**src/rtl/mult_share_pkg.sv**
```systemverilog
// Shared constants and product scaling for the OMP multiplier arbiter.
// Define MULT_SAT_EN to saturate out-of-range products instead of wrapping.
package mult_share_pkg;

    localparam int DW        = 16;
    localparam int N_REQ_DEF = 4;

    localparam logic [DW-1:0] SAT_MAX = {1'b0, {(DW-1){1'b1}}};
    localparam logic [DW-1:0] SAT_MIN = {1'b1, {(DW-1){1'b0}}};

    // Drops frac LSBs (arithmetic, toward -inf) and keeps DW bits of the result.
    function automatic logic [DW-1:0] sat_scale(input logic signed [2*DW-1:0] product,
                                                input int frac);
        logic signed [2*DW-1:0] shifted;
        shifted = product >>> frac;
`ifdef MULT_SAT_EN
        if (shifted[2*DW-1:DW-1] != {(DW+1){shifted[DW-1]}})
            return product[2*DW-1] ? SAT_MIN : SAT_MAX;
        return shifted[DW-1:0];
`else
        return DW'(shifted);
`endif
    endfunction

endpackage

```
**src/rtl/rr_arbiter.sv**
```systemverilog
// Combinational round-robin arbiter: one-hot grant to the first request at or
// above ptr, wrapping to the lowest index.
module rr_arbiter #(
    parameter int N  = 4,
    parameter int PW = (N > 1) ? $clog2(N) : 1
) (
    input  logic [N-1:0]  req,
    input  logic [PW-1:0] ptr,
    output logic [N-1:0]  grant
);

    logic found;

    // First pass covers indices at or above ptr, second pass the wrapped part.
    always_comb begin
        grant = '0;
        found = 1'b0;
        for (int i = 0; i < N; i++) begin
            if (!found && req[i] && (i >= int'(ptr))) begin
                grant[i] = 1'b1;
                found    = 1'b1;
            end
        end
        for (int i = 0; i < N; i++) begin
            if (!found && req[i]) begin
                grant[i] = 1'b1;
                found    = 1'b1;
            end
        end
    end

endmodule

```
**src/rtl/mult_share_arb.sv**
```systemverilog
// One signed DW x DW multiplier shared by N_REQ requesters through a round-robin
// arbiter and a 2-stage pipeline; MULT_SAT_EN selects saturation over wrap.
module mult_share_arb #(
    parameter int N_REQ     = mult_share_pkg::N_REQ_DEF,
    parameter int DW        = mult_share_pkg::DW,
    parameter int FRAC_BITS = 0,
    parameter int IDW       = (N_REQ > 1) ? $clog2(N_REQ) : 1
) (
    input  logic                clk,
    input  logic                rst_n,
    input  logic [N_REQ-1:0]    req_valid,
    output logic [N_REQ-1:0]    req_ready,
    input  logic [N_REQ*DW-1:0] req_a,
    input  logic [N_REQ*DW-1:0] req_b,
    output logic                rsp_valid,
    input  logic                rsp_ready,
    output logic [IDW-1:0]      rsp_id,
    output logic [DW-1:0]       rsp_p
);

    import mult_share_pkg::*;

    logic                   adv1, adv2;
    logic                   accept;
    logic [N_REQ-1:0]       grant;
    logic [IDW-1:0]         ptr;
    logic [IDW-1:0]         gidx;
    logic [DW-1:0]          a_sel, b_sel;
    logic                   s1_v;
    logic signed [DW-1:0]   a_r, b_r;
    logic [IDW-1:0]         id_r;
    logic signed [2*DW-1:0] prod;

    assign adv2 = !rsp_valid || rsp_ready;
    assign adv1 = !s1_v || adv2;

    rr_arbiter #(.N(N_REQ), .PW(IDW)) u_arb (
        .req   (req_valid),
        .ptr   (ptr),
        .grant (grant)
    );

    // grant is only ever set for a valid request, so any ready bit is an accept.
    assign req_ready = grant & {N_REQ{adv1}};
    assign accept    = |req_ready;

    always_comb begin
        gidx  = '0;
        a_sel = '0;
        b_sel = '0;
        for (int i = 0; i < N_REQ; i++) begin
            if (grant[i]) begin
                gidx  = IDW'(i);
                a_sel = req_a[i*DW +: DW];
                b_sel = req_b[i*DW +: DW];
            end
        end
    end

    always_ff @(posedge clk or negedge rst_n) begin
        if (!rst_n)
            ptr <= '0;
        else if (accept)
            ptr <= (gidx == IDW'(N_REQ-1)) ? '0 : gidx + 1'b1;
    end

    always_ff @(posedge clk or negedge rst_n) begin
        if (!rst_n) begin
            s1_v <= 1'b0;
            a_r  <= '0;
            b_r  <= '0;
            id_r <= '0;
        end else if (adv1) begin
            s1_v <= accept;
            if (accept) begin
                a_r  <= a_sel;
                b_r  <= b_sel;
                id_r <= gidx;
            end
        end
    end

    assign prod = a_r * b_r;

    // rsp_* only change on advance, so they hold steady while the consumer stalls.
    always_ff @(posedge clk or negedge rst_n) begin
        if (!rst_n) begin
            rsp_valid <= 1'b0;
            rsp_id    <= '0;
            rsp_p     <= '0;
        end else if (adv2) begin
            rsp_valid <= s1_v;
            if (s1_v) begin
                rsp_p  <= sat_scale(prod, FRAC_BITS);
                rsp_id <= id_r;
            end
        end
    end

endmodule

```
**config.mk**
```make
export PLATFORM = sky130hd
export DESIGN_NAME = mult_share_arb
export DESIGN_NICKNAME = d
export VERILOG_FILES = /design/src/rtl/mult_share_pkg.sv /design/src/rtl/rr_arbiter.sv /design/src/rtl/mult_share_arb.sv
export SDC_FILE = /design/constraint.sdc
export NUM_CORES = 1
export LEC_CHECK = 0
export ABC_AREA = 1
export BUFFER_PORTS_ARGS = -buffer_cell sky130_fd_sc_hd__buf_2
export CORE_MARGIN = 1
export CORE_UTILIZATION = 30
export DETAILED_ROUTE_END_ITERATION = 8
export PLACE_DENSITY_LB_ADDON = 0.08
export SETUP_SLACK_MARGIN = 0.05
export SLEW_MARGIN = 20
export SYNTH_ARGS = -nofsm -noshare
export SYNTH_HDL_FRONTEND = slang
export SYNTH_HIERARCHICAL = 1
export SYNTH_SLANG_ARGS = --single-unit
```
**constraint.sdc**
```tcl
create_clock -name clk -period 7 [get_ports clk]
set_clock_uncertainty 0.2 [all_clocks]
set_input_delay 1.05 -clock clk [delete_from_list [all_inputs] [get_ports clk]]
set_output_delay 1.05 -clock clk [all_outputs]
set_load 0.01 [all_outputs]
```
Word level (Yosys, flattened, before mapping) --
Index checks and enable logic that the tools add are counted.
Operators by class: $add $sub $neg 1, multipliers 1, order comparisons 3, eq/ne operators 1, muxes and demuxes 26, bitwise gates (word level) 1, reduce and logical (&&, ||, !) cells 24
Operators with widths (count):
- $mux W16 | 8
- $mul A16 B16 Y16 | 1
- $mux W1 | 15
- $logic_and A1 B1 Y1 | 10
- $logic_not A1 Y1 | 9
- $mux W2 | 3
- $and A4 B4 Y4 | 1
- $ge A1 B2 Y1 const A | 2
- $reduce_and A2 Y1 | 2
- $reduce_or A4 Y1 | 1
- $add A2 B1 Y2 const B | 1
- $eq A2 B2 Y1 const B | 1
- $ge A2 B2 Y1 const A | 1
- $logic_or A1 B1 Y1 | 2
Storage, ports and cells: flip-flop bits (word level) 56, input port bits 135, word-level logic and storage cells 65

Depth between registers and ports, before layout --
depth after elaboration 29, depth in mapped cells 29, mapped depth without buffers 28

Cells and area by module --
The synthesis kept the hierarchy.
By module, submodules not included:
- mult_share_arb | instances 1, cells each 1070, area an instance 7427.1 sq um, seq. area each 1401.3 sq um
- rr_arbiter | instances 1, cells each 21, area an instance 96.3 sq um, seq. area each 0.0 sq um

Least setup slack after synthesis --
Ideal clock, no wire load.
kind register to register, start reg b_r[1], end reg rsp_p[15], library setup time 66 ps, arrival time 4899 ps, required time 6734 ps, setup slack 1835 ps, cell stages (with the launch flop) 22, path buffers 2, cells stage by stage dfrtp_1 buf_2 clkbuf_1 nand2_1 fa_1 fa_1 inv_1 fa_1 fa_1 fa_1 inv_1 fa_1 inv_1 ha_1 inv_1 nor3_1 nand3_1 nand3_1 inv_1 nand3_1 nand3_1 nand2_1
On the way: cells in the longest elaborated chain, start to end 1
Ends and longest elaborated chain:
- start, declared | RTL line mult_share_arb.sv:30 | logic signed [DW-1:0] a_r, b_r;
- start signal, assigned | RTL line mult_share_arb.sv:77 | b_r <= b_sel;
- $mul A16 B16 Y16 | RTL line mult_share_arb.sv:83 | assign prod = a_r * b_r;
- end signal, assigned | RTL line mult_share_arb.sv:94 | rsp_p <= sat_scale(prod, FRAC_BITS);
- end, declared | RTL line mult_share_arb.sv:18 | output logic [DW-1:0] rsp_p
No other way between the ends. A chain may end at the register's enable or synchronous reset.

Worst setup path after layout --
start reg b_r[1], end reg rsp_p[14]
The elaborated chain is that of the path after synthesis.

==> flow_metrics.tcl <==
set metrics [dict create \
    diodes 0 \
    min_path_type "reg2reg" \
    die_h_um 160 \
    slowest_delay_ns 0.70 \
    yosys_warnings 6 \
    worst_pin_slew_ns 0.959 \
    crit_family "adder cells" \
    endpoint_kind "register" \
    synth-edff-count 0 \
    finalCritPeriodShare_pct 77.9 \
    htree_levels 2 \
    path_buf_inv 3 \
    ctsHoldBuffers 0 \
    clock.fmax_mhz 183 \
    wirelength_um 21500 \
    synthTopCellsByArea "fa_1, nand2_1, dfrtp_1" \
    cp.arrival_ns 5.50 \
    cap_viol_max_count 0 \
    syn_inst 1091 \
    dieArea_sq_um 25700 \
    period_minus_slack_ns 5.46 \
    finalSetupViolations 0 \
    most-common-layout-cells "nand2_1, inv_1, buf_2" \
    synth_area_sq_um 7520 \
    cts_setup_buffers 0 \
    gp_congestion 0.820 \
    synth_top_area_share_pct 21.0 \
    avgRoutedWirePerCell_um 14.0 \
    synth_ff_type "dfrtp_1" \
    path_class "reg2reg" \
    ys_types 34 \
    synthToLayoutAreaGrowth_pct 15.4 \
    antenna_found_initial 0 \
    core_area_sq_um 24500 \
    worstSetupStartpointType "register" \
    cts_buffer_depth 2 \
    slew_viol_final 0 \
    rsz0062_at_grt "false" \
    dp_hpwl_um 17800 \
    cp.required_ns 7.04 \
    portBuffers 157 \
    synth_seq_cells 56 \
    grt_pass1_wl_um 35700 \
    drc_errors 0 \
    synth_top_area_cell "fa_1" \
    via_per_inst 4.41 \
    placementRows 57 \
    grt_max_degree 69 \
    postSynth.asyncResetShare_pct 100 \
    grt_pass1_vias 6948 \
    avgSynthCellArea_sq_um 6.90 \
    synth_fp_nets 1366 \
    layout_commonest_cell "nand2_1" \
    relSlewSlack_pct 36.0 \
    finalNetCount 1485 \
    cts_resized 0 \
    cts.sink_count 56 \
    drt_first_pass_iters 4 \
    ys_seq_area_share_pct 18.6 \
    root_buffer "clkbuf_16" \
    crit_fanout 17 \
    cp_slowest_cell "dfrtp_1" \
    final_hold_viol_count 0 \
    fillers 2721 \
    drt_iter0_drc 313 \
    crit_top_cell "fa_1" \
    start_util_pct 30.8 \
    numCtsBuffers 5 \
    cts_tree "yes" \
    path_cells "nand2_1 > fa_1 > fa_1 > fa_1 > fa_1 > inv_1 > fa_1 > inv_1 > fa_1 > inv_1 > ha_1 > nand2_1 > nor2_1 > nand3_1 > nand3_1 > nand2_1 > a31oi_1" \
    path_clk_slew_ns 0.09 \
    vias 6764 \
    layout-drive-gt1-share_pct 15.6 \
    tns_ns 0 \
    overflow 0 \
    die_width_um 160 \
    grt_util_all_layers_pct 17.6 \
    postRouteAntennaNets 0 \
    ioPinCount 158 \
    outcome "complete, no violations" \
    clkLatencyLatePin_ns 0.31 \
]
-- registers in the layout, indices dropped and copies added, names as in the netlist --
name and flops:
rsp_valid 1, a_r 16, b_r 16, rsp_p 16
ptr 2, id_r 2, rsp_id 2, s1_v 1
-- synthesized netlist by cell type (11+ instances only) --
cell / count
o21ai_1: 11
buf_2: 13
ha_1: 61
o21ai_0: 47
a21oi_1: 42
clkbuf_1: 29
inv_1: 238
nand2_1: 382
nor2_1: 19
dfrtp_1: 56
nand3_1: 45
a31oi_1: 19
fa_1: 79
-- metal layers --
layer	vias up	part of all wire [%]	GRT usage, %
li1	3499	-	-
met1	3102	47	23.1
met2	150	48	30.4
met3	13	4.4	2.89
met4	0	1.4	3.55
met5	-	0	0
-- area by class of cell --
cell class	instances	area (sq um)	area share, %
Multi-Input combinational cell	740	4970	57.3
Sequential cell	56	1400	16.1
Inverter	244	916	10.6
Timing Repair Buffer	163	831	9.57
Tap cell	324	405	4.67
Clock buffer	5	125	1.44
Clock inverter	3	28.8	0.332
-- kinds of logic (layout without fill, tap and decap cells) --
group	count (synthesis)	in the layout	synth area share [%]
AOI/OAI and AO/OA	127	127	9.10
xor gates and xnor gates	8	8	0.931
adders and majority gates	140	140	31.2
buffers and inverters	295	415	15.4
DFF	56	56	18.6
and+or+nand+nor	465	465	24.8
-- worst paths after layout --
path	from	end	slack (ns)	cells past startpoint
worst max-delay path	b_r[1]$_DFFE_PN0P_	rsp_p[14]$_DFFE_PN0P_	1.54	17
worst min-delay path	rsp_p[3]$_DFFE_PN0P_	rsp_p[3]$_DFFE_PN0P_	0.28	2
worst max register to register	b_r[1]$_DFFE_PN0P_	rsp_p[14]$_DFFE_PN0P_	1.54	17
worst min register to register	rsp_p[3]$_DFFE_PN0P_	rsp_p[3]$_DFFE_PN0P_	0.28	2
max in group asynchronous	rst_n	a_r[7]$_DFFE_PN0P_	5.42	2
min in group asynchronous	rst_n	ptr[0]$_DFFE_PN0P_	0.68	2
-- stage by stage --
step / instance area (sq um) / worst slack [ns] / util [%] / cells / hold slack, ns
floorplan: 7520 / 1.84 / - / 1091 / 0.243
global placement: 8530 / 1.56 / 34.9 / 1527 / 0.262
detailed placement: 8530 / 1.52 / 34.9 / 1527 / 0.263
CTS: 8680 / 1.50 / 35.5 / 1535 / 0.286
global route: 8680 / 1.19 / 35.5 / 1535 / 0.292
finish: 8680 / 1.54 / 35.5 / 1535 / 0.280
-- tightest hold or removal path: cells and delay by family, from the launching register on --
family | cells | cell delay (ns)
AND/OR/NAND/NOR | 2 | 0.10
flip-flops | 1 | 0.35
Power is not shown: default switching activity piles up to over one toggle a cycle in this logic, so the estimate is an artifact.
